File: src/rtl/reg_share_arbiter.sv
// Round-robin arbiter that shares one holding register between N_REQ requesters.
// A grant lasts one cycle, and the granted requester's opcode is applied at the completing edge.
module reg_share_arbiter #(
  parameter int N_REQ = 4,
  parameter int WIDTH = 32,
  parameter logic [WIDTH-1:0] SET_VAL = 32'h0000_0001
) (
  input  logic                   clk,
  input  logic                   reset,
  input  logic [N_REQ-1:0]       req,
  input  logic [2*N_REQ-1:0]     op,
  input  logic [WIDTH*N_REQ-1:0] din,
  output logic [N_REQ-1:0]       gnt,
  output logic [N_REQ-1:0]       ack,
  output logic                   busy,
  output logic [WIDTH-1:0]       dout,
  output logic [2:0]             owner
);

  localparam int IDX_W = (N_REQ > 1) ? $clog2(N_REQ) : 1;

  typedef enum logic {StIdle, StGrant} state_e;

  state_e           state_q, state_d;
  logic [N_REQ-1:0] gnt_q, gnt_d;
  logic [N_REQ-1:0] ack_q, ack_d;
  logic [WIDTH-1:0] dout_q, dout_d;
  logic [2:0]       owner_q, owner_d;
  logic [IDX_W-1:0] ptr_q, ptr_d;
  logic [IDX_W-1:0] win_q, win_d;

  logic [N_REQ-1:0] eligible;
  logic             found;
  logic [IDX_W-1:0] pick;
  logic [IDX_W-1:0] cand;
  logic [1:0]       cur_op;
  logic [WIDTH-1:0] cur_din;

  // The requester acked this cycle still holds req high; keep it out of this arbitration.
  assign eligible = req & ~ack_q;

  always_comb begin
    found = 1'b0;
    pick  = '0;
    cand  = '0;
    for (int k = 0; k < N_REQ; k++) begin
      cand = IDX_W'((int'(ptr_q) + k) % N_REQ);
      if (!found && eligible[cand]) begin
        found = 1'b1;
        pick  = cand;
      end
    end
  end

  assign cur_op  = op[2*int'(win_q) +: 2];
  assign cur_din = din[WIDTH*int'(win_q) +: WIDTH];

  always_comb begin
    state_d = state_q;
    gnt_d   = '0;
    ack_d   = '0;
    dout_d  = dout_q;
    owner_d = owner_q;
    ptr_d   = ptr_q;
    win_d   = win_q;
    unique case (state_q)
      StIdle: begin
        if (found) begin
          win_d   = pick;
          gnt_d   = N_REQ'(1) << pick;
          state_d = StGrant;
        end
      end
      StGrant: begin
        state_d = StIdle;
        // A requester that dropped req while granted aborts: no write, no ack, pointer kept.
        if (req[win_q]) begin
          case (cur_op)
            2'b00:   dout_d = cur_din;
            2'b01:   dout_d = '0;
            2'b10:   dout_d = SET_VAL;
            default: dout_d = dout_q;
          endcase
          ack_d   = N_REQ'(1) << win_q;
          owner_d = 3'(win_q);
          ptr_d   = IDX_W'((int'(win_q) + 1) % N_REQ);
        end
      end
      default: state_d = StIdle;
    endcase
  end

  always_ff @(posedge clk or posedge reset) begin
    if (reset) begin
      state_q <= StIdle;
      gnt_q   <= '0;
      ack_q   <= '0;
      dout_q  <= '0;
      owner_q <= '0;
      ptr_q   <= '0;
      win_q   <= '0;
    end else begin
      state_q <= state_d;
      gnt_q   <= gnt_d;
      ack_q   <= ack_d;
      dout_q  <= dout_d;
      owner_q <= owner_d;
      ptr_q   <= ptr_d;
      win_q   <= win_d;
    end
  end

  assign gnt   = gnt_q;
  assign ack   = ack_q;
  assign busy  = (state_q == StGrant);
  assign dout  = dout_q;
  assign owner = owner_q;

endmodule

File: config.mk
export PLATFORM = sky130hd
export DESIGN_NAME = reg_share_arbiter
export DESIGN_NICKNAME = d
export VERILOG_FILES = /design/src/rtl/reg_share_arbiter.sv
export SDC_FILE = /design/constraint.sdc
export NUM_CORES = 1
export LEC_CHECK = 0
export ABC_CLOCK_PERIOD_IN_PS = 3600
export CORE_MARGIN = 3
export CORE_UTILIZATION = 39
export CTS_BUF_LIST = sky130_fd_sc_hd__clkbuf_2 sky130_fd_sc_hd__clkbuf_4 sky130_fd_sc_hd__clkbuf_8
export DETAILED_ROUTE_END_ITERATION = 10
export GPL_ROUTABILITY_DRIVEN = 0
export GPL_TIMING_DRIVEN = 0
export MAX_ROUTING_LAYER = met4
export PLACE_DENSITY = 0.83
export RECOVER_POWER = 25
export REMOVE_ABC_BUFFERS = 1
export SLEW_MARGIN = 20
export SYNTH_ARGS = -nofsm -noshare
export SYNTH_HDL_FRONTEND = slang
export SYNTH_SLANG_ARGS = --single-unit
File: constraint.sdc
create_clock -name clk -period 3.6 [get_ports clk]
set_clock_uncertainty 0.05 [all_clocks]
set_input_delay 0.72 -clock clk [delete_from_list [all_inputs] [get_ports clk]]
set_output_delay 0.72 -clock clk [all_outputs]
set_load 0.005 [all_outputs]
-- Word-level counts from Yosys, hierarchy flattened
Cells that the tools add are included.
- add/sub/neg operators: 4
- $lt $le $gt $ge: 5
- eq/ne operators: 2
- shifts and indexed selects: 4
- muxes and demuxes: 25
- bitwise operators: 3
- reductions and logical operators: 11
- operators with widths (operator ; count):
    $shiftx 128x8->32 ; 1
    $pmux 32 s3 ; 1
    $mux 4 ; 4
    $lt 2x3->1 const B ; 5
    $bmux 1 s2 ; 5
    $mux 1 ; 10
    $mux 2 ; 4
    $shiftx 8x4->2 ; 1
    $shl 1x2->4 const A ; 2
    $add 2x1->2 const B ; 2
    $add 2x2->2 const B ; 2
    $and 4x4->4 ; 1
    $not 4->4 ; 1
    $reduce_and 2->1 ; 2
    $logic_and 1x1->1 ; 3
    $logic_not 1->1 ; 3
    $reduce_and 3->1 ; 1
    $reduce_bool 3->1 ; 1
    $eq 2x1->1 const B ; 1
    $eq 2x2->1 const B ; 1
    $logic_not 2->1 ; 1
    $pmux 1 s2 ; 1
    $not 1->1 ; 1
- bits in registers: 47
- logic and storage cells: 61

-- Depth between registers and ports, before layout
Gate-level depths: netlist of the first run.
- depth after elaboration: 17
- depth in mapped cells: 9
- gate-level depth less buffers: 5

-- Worst setup path after synthesis of the first run
Ideal clock, no wire load.
- path type: register to register
- start point: reg win_q[0]
- end point: reg dout_q[26], in the netlist dout[26]
- library setup time: 0.074 ns
- arrival time: 2.385 ns
- required time: 3.476 ns
- setup slack: 1.092 ns
- cell stages (with the launch flop): 9
- period minus slack after synthesis: 2.508 ns
- path through: dfrtp_1 buf_6 buf_2 mux4_2 ha_1 buf_1 buf_1 nand3_1 o21ai_2
- word-level cells in the longest chain between the ends: 4
- RTL lines (what ; line ; RTL):
    from (decl) ; 30 ; logic [IDX_W-1:0] win_q, win_d;
    from (signal assigned) ; 109 ; win_q <= win_d;
    branches (longest 4 deep; another with $shiftx 128x8->32) ; - ;
    to (signal assigned) ; 106 ; dout_q <= dout_d;
    to (decl) ; 27 ; logic [WIDTH-1:0] dout_q, dout_d;
Parallel ways; which one is timed is not known. The select of a mux whose other input is x is not followed.
A chain may end at the register's enable or synchronous reset.

-- Worst setup path in the final report of the first run
- start point: reg win_q[0]
- end point: reg dout_q[28], in the netlist dout[28]
The elaborated chain is that of the path after synthesis.

==> results of run 1 <==
[cells in the final DEF (no fill, tap or decap), types with 2 or more instances in the layout]
master / instances
clkdlybuf4s50_1: 183
dfrtp_1: 45
inv_1: 36
mux4_2: 35
o21ai_2: 31
nand3_2: 27
clkbuf_8: 6
and3_1: 5
ha_1: 5
nand2_1: 4
o21ai_0: 4
nand2b_1: 4
nand3_1: 4
nor2b_1: 2
mux2_2: 2
nor3b_1: 2
mux2i_1: 2
buf_12: 2
buf_16: 2
[worst paths after layout]
kind / to / slack [ns] / cells after the start
setup / recovery: dout[28]$_DFFE_PP0P_ / 0.65 / 7
hold / removal: owner[1]$_DFFE_PP0P_ / 0.44 / 2
setup reg to reg: dout[28]$_DFFE_PP0P_ / 0.65 / 7
max in group asynchronous: dout[2]$_DFFE_PP0P_ / 0.75 / 3
hold reg to reg: owner[1]$_DFFE_PP0P_ / 0.44 / 2
min in group asynchronous: dout[22]$_DFFE_PP0P_ / 0.99 / 2
[power breakdown]
part	internal, mW	switching, mW
clock	0.163	0.168
sequential	0.736	0.219
combinational	1.21	0.975
total	2.11	1.36
[worst register-to-register path: stages, from the launching register on]
cell and delay (ns):
dfrtp_4 0.65, buf_12 0.27, mux4_2 0.56, ha_1 0.21, and3b_4 0.60, buf_16 0.33
nand3_1 0.15, o21ai_2 0.07
[sequential cells by signal, summed over array words and instances, names as in the netlist]
register and cells:
dout 32, gnt 4, busy 1, ack 4, win_q 2, owner 2, ptr_q 2
[cell families (layout without fill, tap and decap cells)]
family	Yosys count	in the layout	share of synthesized area [%]
other	1	1	0.1190
AOI/OAI and AO/OA	43	43	11.47
DFF	47	47	37.32
buffers and inverters	56	233	8.932
muxes	39	39	26.36
adders and majority gates	6	6	2.382
and+or+nand+nor	52	52	13.42
[metal layers]
metal	part of all wire [%]	routed length (µm)	vias up
met2	54	4978	122
met1	36	3281	1279
met5	0	0	-
met4	1.6	150	0
li1	-	-	1238
met3	8.1	740	10
[per-stage QoR]
| stage | worst slack (ns) | total power, mW | util (%) | setup TNS [ns] | instances |
|---|---|---|---|---|---|
| global placement | -2.501 | 3.009 | 64.05 | -76.47 | 510 |
| floorplan | -1.449 | 2.227 | - | -43.97 | 224 |
| finish | 0.6525 | 3.470 | 66.69 | 0 | 523 |
| CTS | 0.5838 | 3.523 | 66.90 | 0 | 523 |
| detailed placement | 0.4826 | 3.185 | 65.67 | 0 | 515 |
| global route | 0.3791 | 3.720 | 66.69 | 0 | 523 |
[area by class of cell]
type	instances	area, µm²
clock buffer	7	90.09
sequential	47	1181
tap	102	127.6
inverter	36	135.1
clock inverter	1	5.005
multi-input combinational	141	1700
timing repair buffer	189	1941
fill	606	2587
==> impl_metrics.env, run 1 <==
export IMPL_io_buffers=184
export IMPL_synth_top_area_share_pct=37.32
export IMPL_rsz0062_at_grt="false"
export IMPL_path_clk_slew_ns=0.09
export IMPL_netlist_instances=244
export IMPL_wl_per_cell_um=17.50
export IMPL_postCtsSetupBuffers=0
export IMPL_antenna_found_initial=0
export IMPL_first_pass_iters=4
export IMPL_start_kind="flip-flop"
export IMPL_met3_usage_pct=4.691
export IMPL_cp_num_buf_inv=2
export IMPL_finalHoldWorstSlack_ns=0.4432
export IMPL_die_area_um2=9196
export IMPL_cp_arrival_ns=3.12
export IMPL_die_h_um=95.90
export IMPL_ant_nets=0
export IMPL_yosys_top_cells_area="dfrtp_1 (37%), mux4_2 (25%), o21ai_2 (8.6%)"
export IMPL_critical_path_top_delay_family="simple AND/OR/NAND/NOR gates"
export IMPL_grtUsageTotal_pct=19.64
export IMPL_cts_made_buffers=5
export IMPL_yosysSeqAreaShare_pct=37.32
export IMPL_post_dp_cell_area_um2=5101
export IMPL_wl_um=9150
export IMPL_cap_violations=0
export IMPL_syn_area_um2=3152
export IMPL_yosys_area_top_type="dfrtp_1"
export IMPL_worst_slew_pin_slew_ns=1.392
export IMPL_root_buffer="clkbuf_8"
export IMPL_reg2reg_from="win_q[0]$_DFFE_PP0P_"
export IMPL_p_per_area_nw_per_um2=669.9
export IMPL_synth_commonest_cells="dfrtp_1 (47), inv_1 (36), mux4_2 (35)"
export IMPL_min_path_type="flip-flop to flip-flop"
export IMPL_synth_edf_count=0
export IMPL_drt_initial_drc_count=91
export IMPL_period_share_pct=81.88
export IMPL_hold_buffers=0
export IMPL_status="finished clean"
export IMPL_fmax_ghz=0.3393
export IMPL_ys_flop_type="dfrtp_1"
export IMPL_synth_distinct_cells=32
export IMPL_grt_pass1_wl_um=13380
export IMPL_grt_overflow_total=0
export IMPL_slowest_stage="dfrtp_4"
export IMPL_criticalPathCategory="flip-flop to flip-flop"
export IMPL_p_leak_nw=2.044
export IMPL_hold_viol_final=0
export IMPL_grt_use_met2_pct=35.96
export IMPL_drive_above_1_share_pct=26.84
export IMPL_peakVddDrop_mv=0.3727
export IMPL_yosys_warnings=0
export IMPL_slowest_delay_ns=0.65
export IMPL_yosysMostFrequentCell="dfrtp_1"
export IMPL_critPathCaptureType="flip-flop"
export IMPL_core_um2=7767
export IMPL_cp_required_ns=3.77
export IMPL_start_util_pct=40.58
export IMPL_nNetsFinal=568
export IMPL_synth_seq_cells=47
export IMPL_use_met1_pct=21.07
export IMPL_synth_avg_cell_area_um2=12.92
export IMPL_max_slew_margin_rel_pct=7.171
export IMPL_hpwl_um=7426
export IMPL_fin_crit_ns=2.948
export IMPL_post_cts_resized=0
export IMPL_synthArstFlopShare_pct=100.0
export IMPL_io_pins=186
export IMPL_slew_violations=0
export IMPL_grt_max_degree=43
export IMPL_n_antenna_cell=0
export IMPL_cts_sinks=47
export IMPL_cp_cell_sequence="buf_12, mux4_2, ha_1, and3b_4, buf_16, nand3_1, o21ai_2"
export IMPL_viasPerCell=5.065
export IMPL_layout_area_overhead_vs_synth_pct=64.35
export IMPL_final_setup_viol_count=0
export IMPL_hp_start="owner[1]$_DFFE_PP0P_"
export IMPL_cp_max_fo=42
export IMPL_crit_start="win_q[0]$_DFFE_PP0P_"
export IMPL_htree_levels=2
export IMPL_final_area_um2=5180
export IMPL_cts_tree="yes"
export IMPL_insertion_delay_ns=0.29
export IMPL_clk_path_buf_depth=2
export IMPL_top_usage_layer="met2"
export IMPL_vias=2649
export IMPL_die_x_um=95.90
export IMPL_row_count=32
export IMPL_drc=0
export IMPL_grt_pass1_vias=2819
Power figures use the tool's default switching activity.
==> inputs of run 2 (changes only) <==
Settings changed: ABC_CLOCK_PERIOD_IN_PS 3600 to 2600, CORE_UTILIZATION 39 to 35, PLACE_DENSITY 0.83 to 0.78.
Clock period 3.6 ns to 2.6 ns, I/O delays scaled along.
==> impl_metrics.env, run 2 (synthesis results as in run 1) <==
export IMPL_grtUsageTotal_pct=19.60
export IMPL_nNetsFinal=573
export IMPL_layout_commonest_cell="clkdlybuf4s50_1"
export IMPL_p_leak_nw=2.083
export IMPL_final_cell_mix="clkdlybuf4s50_1 (183), dfrtp_1 (45), inv_1 (36)"
export IMPL_slowest_stage="and3b_1"
export IMPL_cts_sinks=47
export IMPL_slowest_delay_ns=0.75
export IMPL_fin_crit_ns=2.468
export IMPL_p_total_mw=5.002
export IMPL_vias=2689
export IMPL_die_area_um2=10180
export IMPL_insertion_delay_ns=0.29
export IMPL_fin_tns_setup_ns=0
export IMPL_wl_per_cell_um=18.11
export IMPL_io_buffers=184
export IMPL_critPathCaptureType="flip-flop"
export IMPL_antenna_found_initial=0
export IMPL_hold_viol_final=0
export IMPL_cp_cell_sequence="mux4_2, ha_1, and3b_1, o21ai_2"
export IMPL_drive_above_1_share_pct=27.70
export IMPL_ant_nets=0
export IMPL_worst_slew_pin_slew_ns=0.7903
export IMPL_criticalPathCategory="flip-flop to flip-flop"
export IMPL_reg2reg_slack_ns=0.13
export IMPL_utilization_pct=62.03
export IMPL_max_slew_margin_rel_pct=47.31
export IMPL_final_setup_viol_count=0
export IMPL_grt_max_degree=43
export IMPL_fmax_ghz=0.4052
export IMPL_wl_um=9614
export IMPL_n_antenna_cell=0
export IMPL_min_path_type="flip-flop to flip-flop"
export IMPL_io_pins=186
export IMPL_finalHoldWorstSlack_ns=0.4585
export IMPL_path_clk_slew_ns=0.09
export IMPL_grt_pass1_wl_um=15030
export IMPL_reg2reg_from="win_q[0]$_DFFE_PP0P_"
export IMPL_cts_tree="yes"
export IMPL_die_x_um=100.9
export IMPL_hpwl_um=7371
export IMPL_r2r_end="dout[26]$_DFFE_PP0P_"
export IMPL_htree_levels=2
export IMPL_cp_max_fo=12
export IMPL_cp_arrival_ns=2.57
export IMPL_first_pass_iters=4
export IMPL_slew_violations=0
export IMPL_rsz0062_at_grt="false"
export IMPL_cts_made_buffers=5
export IMPL_layout_area_overhead_vs_synth_pct=66.57
export IMPL_die_h_um=100.9
export IMPL_grt_overflow_total=0
export IMPL_largest_register_ffs=32
export IMPL_grt_pass1_vias=3094
export IMPL_cap_violations=0
export IMPL_core_um2=8464
export IMPL_crit_start="win_q[0]$_DFFE_PP0P_"
export IMPL_start_util_pct=37.24
export IMPL_status="finished clean"
export IMPL_drt_initial_drc_count=96
export IMPL_p_per_area_nw_per_um2=952.7
export IMPL_drc=0
export IMPL_cp_required_ns=2.70
export IMPL_root_buffer="clkbuf_8"
export IMPL_row_count=33
export IMPL_peakVddDrop_mv=0.7118
export IMPL_viasPerCell=5.064
export IMPL_clk_path_buf_depth=2
export IMPL_rr_worst_depth=4
export IMPL_crit_end="dout[26]$_DFFE_PP0P_"
export IMPL_start_kind="flip-flop"
export IMPL_period_share_pct=94.92
==> run 2: cell count changes in the layout (fill, tap and decap cells not counted), sizes merged <==
cell and change:
buf +4, and3b +1, clkbuf +1, clkinv -1
==> run 2: routing by layer <==
layer,track usage (%),part of all wire [%]
met1,21.86,37
met2,35.75,54
met3,4.083,7.3
met4,4.703,1.3
met5,-,0
==> run 2: critical path, delay by kind of cell, from the launching register on <==
family                     cells  cell delay [ns]
and+or+nand+nor                1             0.75
adders and majority gates      1             0.27
AOI/OAI and AO/OA              1             0.09
muxes                          1             0.57
DFF                            1             0.60
==> run 2: power breakdown <==
group | switching (mW) | total (mW) | internal [mW]
Sequential | 0.263 | 1.29 | 1.03
Clock | 0.233 | 0.486 | 0.253
Combinational | 1.47 | 3.23 | 1.76
Total | 1.97 | 5.00 | 3.04
==> run 2: how the worst min path moves through the flow <==
stage,endpoint,start,cells past startpoint,slack [ns]
floorplan,owner[0]$_DFFE_PP0P_,owner[0]$_DFFE_PP0P_,2,0.42
detailed placement,owner[1]$_DFFE_PP0P_,owner[1]$_DFFE_PP0P_,2,0.44
CTS,owner[1]$_DFFE_PP0P_,owner[1]$_DFFE_PP0P_,2,0.46
finish,owner[0]$_DFFE_PP0P_,owner[0]$_DFFE_PP0P_,2,0.46
global placement,owner[0]$_DFFE_PP0P_,owner[0]$_DFFE_PP0P_,2,0.42
global route,dout[11]$_DFFE_PP0P_,dout[11]$_DFFE_PP0P_,2,0.50
==> run 2: stage by stage <==
stage               area [µm²]  std cells  setup slack [ns]
floorplan                 3005        224            -2.449
global route              5250        531           0.05329
detailed placement        5092        517           -0.4362
global placement          4979        513            -3.452
CTS                       5250        529           0.02701
finish                    5250        531            0.1320
==> run 2: timing repair <==
item | in CTS | in global routing
hold buffers | 0 | 0
setup endpoints to repair | 32 | 21
gates cloned | 1 | 0
buffers inserted | 3 | 2
gates resized for setup | 1 | 0
==> run 2: area by class of cell <==
class	count	area (µm²)
Clock buffer	8	103.9
Timing Repair Buffer	193	1987
Fill cell	705	3214
Multi-Input combinational cell	142	1709
Tap cell	105	131.4
Inverter	36	135.1
Sequential cell	47	1184
